`config.mk`:
```
export PLATFORM = sky130hd
export DESIGN_NAME = uart_rx_flat
export DESIGN_NICKNAME = d
export VERILOG_FILES = /design/src/rtl/uart_rx_if.sv /design/src/rtl/uart_rx.sv /design/src/flat_wrapper.sv
export SDC_FILE = /design/constraint.sdc
export NUM_CORES = 1
export LEC_CHECK = 0
export CORE_ASPECT_RATIO = 0.7
export CORE_MARGIN = 4
export CORE_UTILIZATION = 59
export DETAILED_ROUTE_END_ITERATION = 7
export PLACE_DENSITY = 0.94
export SLEW_MARGIN = 20
export SYNTH_ARGS = -nofsm -noshare
export SYNTH_HDL_FRONTEND = slang
export SYNTH_SLANG_ARGS = --single-unit
```
`constraint.sdc`:
```
create_clock -name clk -period 4 [get_ports clk]
set_input_delay 0.6 -clock clk [delete_from_list [all_inputs] [get_ports clk]]
set_output_delay 0.6 -clock clk [all_outputs]
set_load 0.01 [all_outputs]
```
`src/rtl/uart_rx_if.sv`:
```
// Serial-receive bundle between the UART receiver and its consumer.
// The receiver takes the master side; the consumer drives rx and reads the results.
interface uart_rx_if;
  logic       rx;
  logic [7:0] data_in;
  logic       rx_valid;
  logic       frame_err;
  logic [1:0] rx_state;

  modport master (
    input  rx,
    output data_in,
    output rx_valid,
    output frame_err,
    output rx_state
  );

  modport slave (
    output rx,
    input  data_in,
    input  rx_valid,
    input  frame_err,
    input  rx_state
  );
endinterface

```
`src/rtl/uart_rx.sv`:
```
// 8N1 UART receiver, LSB first, mid-bit sampling after a two-flop synchroniser.
// Emits a one-cycle rx_valid per good byte, or a one-cycle frame_err on a low stop bit.
module uart_rx #(
  parameter int unsigned CLKS_PER_BIT = 234
) (
  input  logic      clk,
  input  logic      rst_n,
  uart_rx_if.master bus
);

  localparam logic [7:0] LastCnt = 8'(CLKS_PER_BIT - 1);
  localparam logic [7:0] MidCnt  = 8'(CLKS_PER_BIT / 2 - 1);

  typedef enum logic [1:0] {
    StIdle  = 2'd0,
    StStart = 2'd1,
    StData  = 2'd2,
    StStop  = 2'd3
  } state_e;

  state_e     state_q, state_d;
  logic [7:0] clk_count_q, clk_count_d;
  logic [2:0] bit_index_q, bit_index_d;
  logic [7:0] shift_q, shift_d;
  logic       armed_q, armed_d;
  logic [7:0] data_in_q, data_in_d;
  logic       rx_valid_q, rx_valid_d;
  logic       frame_err_q, frame_err_d;
  logic       s1_q, s1_d;
  logic       rx_s_q, rx_s_d;

  always_comb begin
    state_d     = state_q;
    clk_count_d = clk_count_q;
    bit_index_d = bit_index_q;
    shift_d     = shift_q;
    armed_d     = armed_q;
    data_in_d   = data_in_q;
    rx_valid_d  = 1'b0;
    frame_err_d = 1'b0;
    s1_d        = bus.rx;
    rx_s_d      = s1_q;

    unique case (state_q)
      StIdle: begin
        clk_count_d = 8'd0;
        bit_index_d = 3'd0;
        if (rx_s_q) begin
          armed_d = 1'b1;
        end else if (armed_q) begin
          state_d = StStart;
        end
      end

      StStart: begin
        if (clk_count_q == MidCnt) begin
          clk_count_d = 8'd0;
          // A line that is high again at mid-start was only a glitch.
          state_d     = rx_s_q ? StIdle : StData;
        end else begin
          clk_count_d = clk_count_q + 8'd1;
        end
      end

      StData: begin
        if (clk_count_q == LastCnt) begin
          clk_count_d          = 8'd0;
          shift_d[bit_index_q] = rx_s_q;
          bit_index_d          = bit_index_q + 3'd1;
          if (bit_index_q == 3'd7) begin
            state_d = StStop;
          end
        end else begin
          clk_count_d = clk_count_q + 8'd1;
        end
      end

      StStop: begin
        if (clk_count_q == LastCnt) begin
          clk_count_d = 8'd0;
          state_d     = StIdle;
          if (rx_s_q) begin
            data_in_d  = shift_q;
            rx_valid_d = 1'b1;
          end else begin
            // Disarm so a held-low line break is not taken as a new start bit.
            frame_err_d = 1'b1;
            armed_d     = 1'b0;
          end
        end else begin
          clk_count_d = clk_count_q + 8'd1;
        end
      end

      default: state_d = StIdle;
    endcase
  end

  always_ff @(posedge clk) begin
    if (!rst_n) begin
      state_q     <= StIdle;
      clk_count_q <= 8'd0;
      bit_index_q <= 3'd0;
      shift_q     <= 8'd0;
      armed_q     <= 1'b1;
      data_in_q   <= 8'd0;
      rx_valid_q  <= 1'b0;
      frame_err_q <= 1'b0;
      s1_q        <= 1'b1;
      rx_s_q      <= 1'b1;
    end else begin
      state_q     <= state_d;
      clk_count_q <= clk_count_d;
      bit_index_q <= bit_index_d;
      shift_q     <= shift_d;
      armed_q     <= armed_d;
      data_in_q   <= data_in_d;
      rx_valid_q  <= rx_valid_d;
      frame_err_q <= frame_err_d;
      s1_q        <= s1_d;
      rx_s_q      <= rx_s_d;
    end
  end

  assign bus.data_in   = data_in_q;
  assign bus.rx_valid  = rx_valid_q;
  assign bus.frame_err = frame_err_q;
  assign bus.rx_state  = state_q;

endmodule
```
`src/flat_wrapper.sv`:
```
// flat-port wrapper written by rule: the top's interface ports become plain ports
module uart_rx_flat 
#(
  parameter int unsigned CLKS_PER_BIT = 234
)
  (clk, rst_n, bus_rx, bus_data_in, bus_rx_valid, bus_frame_err, bus_rx_state);
  uart_rx_if bus_i ();
  input  logic clk;
  input  logic rst_n;
  input wire logic [$bits(bus_i.rx)-1:0] bus_rx;
  output wire logic [$bits(bus_i.data_in)-1:0] bus_data_in;
  output wire logic [$bits(bus_i.rx_valid)-1:0] bus_rx_valid;
  output wire logic [$bits(bus_i.frame_err)-1:0] bus_frame_err;
  output wire logic [$bits(bus_i.rx_state)-1:0] bus_rx_state;
  assign bus_i.rx = bus_rx;
  assign bus_data_in = bus_i.data_in;
  assign bus_rx_valid = bus_i.rx_valid;
  assign bus_frame_err = bus_i.frame_err;
  assign bus_rx_state = bus_i.rx_state;
  uart_rx #(.CLKS_PER_BIT(CLKS_PER_BIT)) u_core (.clk(clk), .rst_n(rst_n), .bus(bus_i));
endmodule
```
==> results of run 1 <==
==> critical path: stages <==
cell	delay, ps
clkdlybuf4s50_1	930
inv_1	410
o41ai_1	460
==> power by group <==
group	internal (mW)	switching (mW)	total, mW
logic	0.00402	0.00819	0.0122
clock network	0.0852	0.109	0.195
registers	0.340	0.00182	0.341
==> flip-flops by register name, summed over array words and instances (netlist names), named ones only <==
name and cells:
u_core.rx_s_q 1, u_core.clk_count_q 8, u_core.rx_s_d 1, u_core.bus.rx_valid 1
u_core.bus.data_in 8, u_core.bus.frame_err 1, u_core.armed_q 1, u_core.bit_index_q 3
u_core.shift_q 8, u_core.bus.rx_state 1
==> metal layers <==
metal / part of all wire (%) / global-route usage (%) / routed length (um)
met1: 46 / 25.0 / 1400
met2: 46 / 31.0 / 1410
met3: 5.8 / 6.14 / 179
met4: 2.1 / 8.25 / 65
met5: 0 / 0 / 0
==> cell families after synthesis <==
family,after synthesis
xor+xnor,6
compound gates,16
simple gates,67
flops,34
mux,15
buf+inv,15
fa+ha+maj,5
==> cell type report <==
class,count,area share [%]
clock inverter,1,0.297
timing repair buffer,14,8.31
clock buffer,7,3.26
inverter,7,1.56
sequential,34,40.4
tap,32,2.37
multi-input combinational,109,43.8
==> metrics by stage <==
| step | power (mW) | std cells | instance area [um2] | utilization (%) |
|---|---|---|---|---|
| 3_5_place_dp | 0.361 | 196 | 1630 | 71.4 |
| 3_3_place_gp | 0.360 | 196 | 1630 | 71.4 |
| 4_1_cts | 0.550 | 204 | 1690 | 74.1 |
| 5_1_grt | 0.572 | 204 | 1690 | 74.1 |
| 6_report | 0.548 | 204 | 1690 | 74.1 |
| 2_1_floorplan | 0.357 | 158 | 1490 | - |
==> cell usage in the layout, fill, tap and decap left out, types with 4 or more instances in the layout <==
cell	n
dfxtp_1	34
inv_1	7
xor2_1	4
and3_1	4
nand2_1	15
clkdlybuf4s50_1	14
ha_1	5
nor2_1	18
nand3_1	5
clkbuf_4	5
mux2i_1	15
==> final timing paths <==
kind	end	slack, ps	cells after the start
max	u_core.bus.rx_state[0]$_SDFFE_PN0P_	1810	3
min	u_core.rx_s_q$_SDFF_PN1_	460	1
max reg2reg	u_core.shift_q[1]$_SDFFE_PN0P_	2310	4
min reg2reg	u_core.rx_s_q$_SDFF_PN1_	460	1
==> impl_metrics.tcl, run 1 <==
set metrics [dict create \
    fp.coreArea_mm2 0.00228 \
    first_pass_iters 4 \
    synthXorXnorAreaFrac_pct 3.52 \
    ir_drop_mv 0.338 \
    critPathLaunchType "input pin" \
    die_w_um 68.1 \
    grt_pass1_wl_um 5070 \
    end_kind "register" \
    ctsHoldBuffers 0 \
    cts-htree-levels 2 \
    finalCritPeriodShare_pct 54.9 \
    slew_viol_final 0 \
    drc 0 \
    holdCritStartpoint "u_core.rx_s_d$_SDFF_PN1_" \
    cts_resized 0 \
    finalSetupViolCount 0 \
    synth_cell_types 43 \
    antenna_cells 0 \
    crit_type "input pin to register" \
    grt_pass1_vias 1128 \
    post-cts-setup-buffer-count 0 \
    maxCapViolCount 0 \
    die_area_mm2 0.00341 \
    gr-usage-all-layers_pct 19.9 \
    synth_compound_area_share_pct 8.05 \
    cp-startpoint "rst_n" \
    p_leak_nw 0.630 \
    drive_gt1_share_pct 8.72 \
    nets 179 \
    clockBufferDepth 2 \
    synth-edff-count 0 \
    drt-total-wl_um 3060 \
    portBuffers 14 \
    syn_nets 166 \
    fin_setup_tns_ps 0 \
    numCtsBuffers 5 \
    area.growth.synth_to_final_pct 13.1 \
    wire_per_inst_um 15.0 \
    synth_warnings 0 \
    placementRows 14 \
    initial_core_util_pct 65.5 \
    synth_top_family_by_area "simple AND/OR/NAND/NOR gates" \
    dp_hpwl_um 2200 \
    multi_input_area_um2 739 \
    outcome "finished clean" \
    cp_max_fo 20 \
    ys_seq_area_share_pct 45.6 \
    required_ps 4210 \
    dieHeight_um 50.1 \
    netlist_top_cells_area "dfxtp_1 46%, mux2i_1 10%, nor2_1 4.5%, ha_1 4.2%, nand2_1 3.8%" \
    power_density_mw_per_mm2 325 \
    place.gp.congestion 0.804 \
    ys.flop_type "dfxtp_1" \
    clk_latency_ps 320 \
    synth_top_area_share_pct 45.6 \
    fin_crit_ps 2190 \
    numClockSinks 34 \
    worst_slack_ps 1810 \
    synth_common_cells "34 x dfxtp_1, 18 x nor2_1, 15 x mux2i_1, 15 x nand2_1, 7 x inv_1" \
    async_flop_share_pct 0 \
    tightestPinTransition_ps 717 \
    muxShareOfSynthArea_pct 10.1 \
    timing.hold.ws_ps 461 \
    clk_pin_slew_ps 100 \
    synth_most_common_cell "dfxtp_1" \
    yosys.area.top_type "dfxtp_1" \
    yosys.area_share.simple_pct 23.7 \
    ys_ff_latch 34 \
    max_slew_margin_pct 52.0 \
    syn_area_mm2 0.00149 \
    hold_path.class "register to register" \
    rsz0062_at_grt "no" \
    antenna_found_initial 0 \
    fmax_mhz 456 \
    skew_ps 5.24 \
    grt_max_degree 21 \
    vias 1177 \
    hold_viol 0 \
    postSynthCellCount 158 \
    io-pin-count 15 \
    drt_iter0_drc 85 \
    vias_per_cell 5.77 \
    synthAdderAreaFrac_pct 4.19 \
    ant_nets 0 \
    seqCellArea_um2 681 \
    cts_root_buf "clkbuf_4" \
    arrival_ps 2400 \
    tritoncts "done" \
    num-fill-cells 165 \
    overflow 0 \
    syn_area_per_cell_um2 9.44 \
    dp_slack_ps 1500 \
]
Note: power is estimated with default switching activity, not from simulation.
==> inputs of run 2 (changes only) <==
Settings changed: CORE_UTILIZATION 59 to 55, PLACE_DENSITY 0.94 to 0.89.
Clock period 4 ns to 2.12 ns, I/O delays scaled along.
==> run 2 against run 1 <==
Against the previous run:
- die area rose by 6.3%
- worst setup slack got worse by 1500 ps
- clock skew increased by 1.3 ps
- via count is 0.34% higher
- critical path type is now register to primary output
==> impl_metrics.tcl, run 2 (synthesis results as in run 1) <==
set metrics [dict create \
    finalNonFillerCells 207 \
    overflow 0 \
    cts-htree-levels 2 \
    fin_setup_tns_ps 0 \
    antenna_found_initial 0 \
    post-cts-setup-buffer-count 0 \
    grt_pass1_wl_um 5410 \
    hold_viol 0 \
    ir_drop_mv 0.416 \
    grt_pass1_vias 1169 \
    vias 1181 \
    crit_type "register to primary output" \
    clockBufferDepth 2 \
    worstSetupPathDepth 1 \
    cts_resized 0 \
    critPathLaunchType "register" \
    cts_root_buf "clkbuf_8" \
    slowest_delay_ps 630 \
    final_common_cell "dfxtp_1" \
    wire_per_inst_um 15.5 \
    first_pass_iters 4 \
    p_leak_nw 0.643 \
    hold_path.class "register to register" \
    dieHeight_um 51.6 \
    stdcell_area_mm2 0.00172 \
    skew_ps 6.50 \
    placed_area_mm2 0.00164 \
    num-fill-cells 205 \
    nets 181 \
    clk_latency_ps 290 \
    fp.coreArea_mm2 0.00253 \
    drt-total-wl_um 3220 \
    numCtsBuffers 5 \
    finalSetupViolCount 0 \
    drive_gt1_share_pct 8.67 \
    portBuffers 14 \
    required_ps 1800 \
    placementRows 15 \
    clk_pin_slew_ps 60 \
    antenna_cells 0 \
    power_density_mw_per_mm2 645 \
    worst-path-buf-inv 1 \
    initial_core_util_pct 58.9 \
    grt_max_degree 14 \
    tightestPinTransition_ps 451 \
    end_kind "primary output" \
    rr_worst_depth 4 \
    die_w_um 70.2 \
    drt_iter0_drc 149 \
    dp_hpwl_um 2300 \
    post-route-util_pct 67.9 \
    rsz0062_at_grt "no" \
    arrival_ps 1510 \
    gr-usage-all-layers_pct 19.9 \
    vias_per_cell 5.71 \
    die_area_mm2 0.00362 \
    fin_crit_ps 1830 \
    ant_nets 0 \
    numClockSinks 34 \
    slew_viol_final 0 \
    maxCapViolCount 0 \
    path_cells "clkdlybuf4s50_1" \
    critPathTopFamily "buffers and inverters" \
    dp.cells 200 \
    max_slew_margin_pct 69.9 \
    fmax_mhz 546 \
    cp_slowest_cell "clkdlybuf4s50_1" \
    drc 0 \
    place.gp.congestion 0.912 \
    timing.hold.ws_ps 428 \
    holdPathStages 1 \
    finalCritPeriodShare_pct 86.4 \
    cp_max_fo 13 \
    outcome "finished clean" \
    ctsHoldBuffers 0 \
    mostFrequentLayoutCells "34 x dfxtp_1, 18 x nor2_1, 15 x mux2i_1, 15 x nand2_1, 14 x clkdlybuf4s50_1" \
    io-pin-count 15 \
    tritoncts "done" \
    area.growth.synth_to_final_pct 15.4 \
]
run 2: cell count changes in the layout (fill, tap and decap cells not counted), sizes merged:
cell    before  now
clkinv       1    0
buf          0    2
run 2: stage by stage:
| step | worst slack, ps | power (mW) |
|---|---|---|
| after global routing | 236 | 1.16 |
| after global placement | 560 | 0.683 |
| after CTS | 286 | 1.12 |
| final | 288 | 1.11 |
| after detailed placement | 492 | 0.685 |
| after floorplan | 644 | 0.673 |
run 2: path summary, 6_finish.rpt:
path / from / endpoint / slack, ps
setup / recovery: u_core.bus.rx_state[0]$_SDFFE_PN0P_ / bus_rx_state[0] / 290
hold reg to reg: u_core.rx_s_d$_SDFF_PN1_ / u_core.rx_s_q$_SDFF_PN1_ / 430
hold / removal: u_core.rx_s_d$_SDFF_PN1_ / u_core.rx_s_q$_SDFF_PN1_ / 430
setup reg to reg: u_core.bus.rx_state[0]$_SDFFE_PN0P_ / u_core.bus.data_in[5]$_SDFFE_PN0P_ / 430
run 2: per-layer routing:
metal	share of wire, %	vias up	global-route usage, %
li1	-	574	-
met1	45	555	23.1
met2	46	45	32.1
met3	5.8	7	5.41
met4	2.4	0	14.0
met5	0	-	0
run 2: layout make-up:
class | count | area (um2) | area share, %
flip-flops and latches | 34 | 681 | 39.6
well taps | 34 | 42.5 | 2.47
multi-input cells | 109 | 739 | 43.0
inverters | 7 | 26.3 | 1.53
clock buffers | 7 | 76.3 | 4.44
repair buffers | 16 | 155 | 9.02
run 2: report_power, final:
group	total (mW)	switching [mW]	internal (mW)
registers	0.645	0.00348	0.641
clock network	0.438	0.212	0.226
logic	0.0265	0.0166	0.00997
run 2: worst reg2reg max path, stage by stage (launching register included):
cell and delay (ps):
dfxtp_1 600, and3_1 240, and3_2 380, mux2i_1 290, nor2_1 50
